==> config.mk <==
export PLATFORM = sky130hd
export DESIGN_NAME = ycbcr422_packer
export DESIGN_NICKNAME = d
export VERILOG_FILES = /design/src/rtl/ycbcr_pkg.sv /design/src/rtl/chroma_avg2.sv /design/src/rtl/ycbcr422_packer.sv
export SDC_FILE = /design/constraint.sdc
export NUM_CORES = 1
export LEC_CHECK = 0
export CAP_MARGIN = 20
export CORE_MARGIN = 3
export CORE_UTILIZATION = 45
export CTS_CLUSTER_DIAMETER = 50
export DETAILED_ROUTE_END_ITERATION = 10
export PLACE_DENSITY = 0.7
export SLEW_MARGIN = 5
export SYNTH_ARGS = -nofsm -noshare
export SYNTH_HDL_FRONTEND = slang
export SYNTH_HIERARCHICAL = 1
export SYNTH_SLANG_ARGS = --single-unit
export TNS_END_PERCENT = 50
==> constraint.sdc <==
create_clock -name clk -period 4.65 [get_ports clk]
set_input_delay 0.465 -clock clk [delete_from_list [all_inputs] [get_ports clk]]
set_output_delay 0.465 -clock clk [all_outputs]
set_load 0.02 [all_outputs]
==> src/rtl/ycbcr_pkg.sv <==
// Shared lane map, pair-state encoding and word packing for the 4:4:4 -> 4:2:2 packer.
package ycbcr_pkg;

  localparam int PIX_W  = 24;
  localparam int PAIR_W = 32;

  localparam int unsigned LANE_Y  = 0;
  localparam int unsigned LANE_CB = 1;
  localparam int unsigned LANE_CR = 2;

  localparam int unsigned UYVY_CB = 0;
  localparam int unsigned UYVY_Y0 = 1;
  localparam int unsigned UYVY_CR = 2;
  localparam int unsigned UYVY_Y1 = 3;

  typedef enum logic {
    EMPTY,
    HAVE_ONE
  } pair_state_t;

  function automatic logic [7:0] lane(input logic [PIX_W-1:0] pix, input int unsigned idx);
    return pix[idx*8 +: 8];
  endfunction

  function automatic logic [PAIR_W-1:0] pack_uyvy(input logic [7:0] y0, input logic [7:0] cb,
                                                  input logic [7:0] y1, input logic [7:0] cr);
    logic [PAIR_W-1:0] word;
    word = '0;
    word[UYVY_CB*8 +: 8] = cb;
    word[UYVY_Y0*8 +: 8] = y0;
    word[UYVY_CR*8 +: 8] = cr;
    word[UYVY_Y1*8 +: 8] = y1;
    return word;
  endfunction

endpackage

==> src/rtl/chroma_avg2.sv <==
// Rounded average of two 8-bit chroma samples; 9-bit sum so 0xFF+0xFF cannot wrap.
module chroma_avg2 (
  input  logic [7:0] a,
  input  logic [7:0] b,
  output logic [7:0] avg
);

  assign avg = 8'(({1'b0, a} + {1'b0, b} + 9'd1) >> 1);

endmodule

==> src/rtl/ycbcr422_packer.sv <==
// Pairs adjacent 4:4:4 pixels into UYVY 4:2:2 words with AXI4-Stream backpressure and framing.
module ycbcr422_packer
  import ycbcr_pkg::*;
#(
  parameter bit CHROMA_AVG = 1'b1,
  parameter bit PAD_ODD    = 1'b1
) (
  input  logic              clk,
  input  logic              rst,
  input  logic [PIX_W-1:0]  s_axis_video_tdata,
  input  logic              s_axis_video_tvalid,
  output logic              s_axis_video_tready,
  input  logic              s_axis_video_tlast,
  input  logic              s_axis_video_tuser,
  output logic [PAIR_W-1:0] m_axis_video_tdata,
  output logic              m_axis_video_tvalid,
  input  logic              m_axis_video_tready,
  output logic              m_axis_video_tlast,
  output logic              m_axis_video_tuser,
  output logic              err_resync,
  output logic              err_odd
);

  pair_state_t state;
  logic [7:0]  held_y, held_cb, held_cr;
  logic        held_user;
  logic [7:0]  in_y, in_cb, in_cr;
  logic [7:0]  avg_cb, avg_cr, pair_cb, pair_cr;
  logic        accept, first;

  assign s_axis_video_tready = !m_axis_video_tvalid || m_axis_video_tready;
  assign accept = s_axis_video_tvalid && s_axis_video_tready;
  // A tuser beat always restarts pairing, even when a pixel is already held.
  assign first  = (state == EMPTY) || s_axis_video_tuser;

  assign in_y  = lane(s_axis_video_tdata, LANE_Y);
  assign in_cb = lane(s_axis_video_tdata, LANE_CB);
  assign in_cr = lane(s_axis_video_tdata, LANE_CR);

  chroma_avg2 u_avg_cb (.a(held_cb), .b(in_cb), .avg(avg_cb));
  chroma_avg2 u_avg_cr (.a(held_cr), .b(in_cr), .avg(avg_cr));

  assign pair_cb = CHROMA_AVG ? avg_cb : held_cb;
  assign pair_cr = CHROMA_AVG ? avg_cr : held_cr;

  always_ff @(posedge clk) begin
    if (rst) begin
      state               <= EMPTY;
      held_y              <= '0;
      held_cb             <= '0;
      held_cr             <= '0;
      held_user           <= 1'b0;
      m_axis_video_tdata  <= '0;
      m_axis_video_tvalid <= 1'b0;
      m_axis_video_tlast  <= 1'b0;
      m_axis_video_tuser  <= 1'b0;
      err_resync          <= 1'b0;
      err_odd             <= 1'b0;
    end else begin
      err_resync <= accept && (state == HAVE_ONE) && s_axis_video_tuser;
      err_odd    <= accept && first && s_axis_video_tlast;
      if (m_axis_video_tvalid && m_axis_video_tready)
        m_axis_video_tvalid <= 1'b0;
      if (accept) begin
        if (first) begin
          if (s_axis_video_tlast) begin
            state <= EMPTY;
            if (PAD_ODD) begin
              m_axis_video_tvalid <= 1'b1;
              m_axis_video_tdata  <= pack_uyvy(in_y, in_cb, in_y, in_cr);
              m_axis_video_tlast  <= 1'b1;
              m_axis_video_tuser  <= s_axis_video_tuser;
            end
          end else begin
            state     <= HAVE_ONE;
            held_y    <= in_y;
            held_cb   <= in_cb;
            held_cr   <= in_cr;
            held_user <= s_axis_video_tuser;
          end
        end else begin
          state               <= EMPTY;
          m_axis_video_tvalid <= 1'b1;
          m_axis_video_tdata  <= pack_uyvy(held_y, pair_cb, in_y, pair_cr);
          m_axis_video_tlast  <= s_axis_video_tlast;
          m_axis_video_tuser  <= held_user;
        end
      end
    end
  end

endmodule
==> reports/metrics.yaml <==
status: "finished, final reports clean"
yosys.area_share.simple: 0.240
start_util: 0.474
synth_cells: 388
maxCapViolCount: 0
antenna_found_initial: 0
dieArea_um2: 7830
cts_resized: 0
grt.total_usage: 0.196
grt_pass1_wl_mm: 12.0
max_freq_ghz: 0.415
p_clk_frac: 0.401
clock_sinks: 63
ant_nets: 0
cp_common_cell: "clkdlybuf4s50_1"
overflow: 0
hpwl_mm: 4.80
crit_path_end_kind: "output pin"
pwr-share-comb: 0.192
synthXorXnorAreaFrac: 0.0172
crit_chain: "clkdlybuf4s50_1, and2b_2, clkinv_1, clkdlybuf4s50_1"
synth_nets: 434
route.detailed.drc: 0
dr_total_vias: 2869
switchingPower_mw: 0.386
yosys.area.top_type: "dfxtp_1"
clk_pin_slew_ns: 0.07
leakage_nw: 1.56
critical_path_arrival_ns: 1.95
final_cells: 532
setup.worst_path.start: "m_axis_video_tready"
nets: 496
setup_tns_ns: 0
slew_viol_final: 0
dieHeight_um: 88.5
setup_viol: 0
grt_setup_unrepaired: "no"
cts_max_path_buffers: 2
dp.cells: 514
synth_top_family_by_area: "simple AND/OR/NAND/NOR gates"
grt_pass1_vias: 2586
startpoint_type: "input pin"
synth_cell_types: 36
ctsHtreeMaxLevel: 3
min_period_over_period: 0.519
synthTopCellsByArea: "dfxtp_1 (41%), nand2_1 (15%), a21oi_1 (7.2%)"
p_per_area_nw_per_um2: 361
cts-hold-fix-buffers: 0
synth_mux_area_frac: 0.00654
worst_pin_slew_ns: 0.845
pwr-share-seq: 0.407
area_growth_pct: 31.9
synth-compound-area-share: 0.208
required_ns: 4.18
hold_violations: 0
clock_latency_ns: 0.33
crit_type: "input pin to output pin"
drt_iter0_markers: 146
skew_ns: 0.00396
synth_warnings: 6
place_congestion: 0.782
hp-start: "m_axis_video_tdata[28]"
synth_top_area_frac: 0.412
critPathSlowestCell: "clkdlybuf4s50_1"
diodes: 0
numCtsBuffers: 9
port_buffers: 67
core-area_um2: 6460
p_int_mw: 1.07
cts-root-buf: "clkbuf_8"
grt_max_degree: 64
layout_common_cells: "nand2_1 (120), clkdlybuf4s50_1 (66), dfxtp_1 (63), a21oi_1 (44), nor2_1 (31)"
ys_seq_area_frac: 0.412
final_common_cell: "nand2_1"
drt_wl_total_mm: 7.30
timing.slew.headroom: 0.434
vias_per_cell: 5.39
cts_tree: "done"
hold_path_class: "flop to flop"
io_pins: 68
layout.core_utilization: 0.625
netlist_area_um2: 3060
chipWidth_um: 88.5
firstDrtPassIters: 4
cp_slowest_stage_delay_ns: 0.64
synth_fa_ha_area_frac: 0.0703
cts_setup_buffers: 0
peakVddDrop_mv: 0.168
fin_crit_ns: 2.41
critPathMaxFanout: 7
p_sw_frac: 0.265
r2r_start: "held_cb[0]"
avgRoutedWirePerCell_um: 13.7
drive_gt1_frac: 0.0637
rows: 29
fillers: 590
ys_ff_latch: 63
avgSynthCellArea_um2: 7.89
==> per-stage QoR <==
step | cell area [um2] | power, mW | hold slack (ns) | worst slack [ns]
floorplan | 3060 | 0.774 | 0.437 | 2.71
global placement | 3750 | 0.875 | 0.442 | 1.79
detailed placement | 3750 | 0.881 | 0.445 | 1.72
CTS | 4000 | 1.47 | 0.455 | 2.06
finish | 4040 | 1.46 | 0.453 | 2.24
global route | 4040 | 1.53 | 0.469 | 2.15
==> flip-flops by register name, indices dropped and copies added (netlist names) <==
register             flops
m_axis_video_tdata      32
held_cb                  8
held_cr                  8
held_y                   8
err_odd                  1
err_resync               1
held_user                1
m_axis_video_tlast       1
m_axis_video_tuser       1
m_axis_video_tvalid      1
state                    1
==> worst max-delay path, delay by kind of cell <==
family | cells | cell delay, ns
simple gates | 1 | 0.26
buf+inv | 3 | 1.23
==> metal layers <==
layer  track usage  vias to the layer above  wire (um)
met1         0.243                     1326       3230
met5             0                        -          0
met3        0.0307                        8        271
met2         0.339                       68       3700
met4        0.0824                        0         97
li1              -                     1467          -
==> cells by family after synthesis <==
logic type | Yosys count
AO/OA/AOI/OAI | 92
buffers and inverters | 32
AND/OR/NAND/NOR | 177
flip-flops | 63
adder cells (fa/ha/maj) | 16
XOR/XNOR | 6
multiplexers | 2
==> layout make-up <==
cell class              instances  area [um2]  area share
clock buffers                  11         141      0.0350
inverters                       9        33.8     0.00837
clock inverters                 5         105      0.0260
flip-flops and latches         63        1260       0.312
repair buffers                 74         738       0.183
multi-input cells             293        1660       0.411
well taps                      77        96.3      0.0239
==> synthesized netlist by cell type <==
master     instances
o211ai_1           3
nand2_1          120
nand3_1            3
nor2b_1            5
o21bai_1           2
and2b_2            1
clkinv_1           1
xnor2_1            2
nand2b_1           1
o21ai_0            1
ha_1              14
clkbuf_1          12
buf_4              3
or2_1              2
dfxtp_1           63
nor4_4             1
a2111oi_1          2
nand4_1            1
a21oi_2            2
nor4_1             3
inv_1              8
xor2_1             4
nor3_1             7
a311o_1            4
a21o_1             4
and3_1             2
fa_1               2
a211oi_4           1
o21ai_1            2
a211oi_1           1
a311oi_1          24
a21oi_1           44
mux2i_1            2
a221oi_1           2
nor2_1            31
buf_2              8
==> power groups by stage <==
| stage | Sequential (mW) | Combinational (mW) | Clock [mW] |
|---|---|---|---|
| after global routing | 0.597 | 0.309 | 0.620 |
| after CTS | 0.593 | 0.278 | 0.596 |
| final | 0.592 | 0.280 | 0.585 |
| after detailed placement | 0.605 | 0.276 | 0 |
| after floorplan | 0.630 | 0.144 | 0 |
| after global placement | 0.604 | 0.271 | 0 |
==> worst paths after layout <==
check | end | slack [ns] | cells past startpoint
worst max-delay path | s_axis_video_tready | 2.24 | 4
worst max register to register | m_axis_video_tdata[5] | 2.60 | 8
worst min register to register | m_axis_video_tdata[28] | 0.45 | 2
worst min-delay path | m_axis_video_tdata[28] | 0.45 | 2
Power figures use the tool's default switching activity.
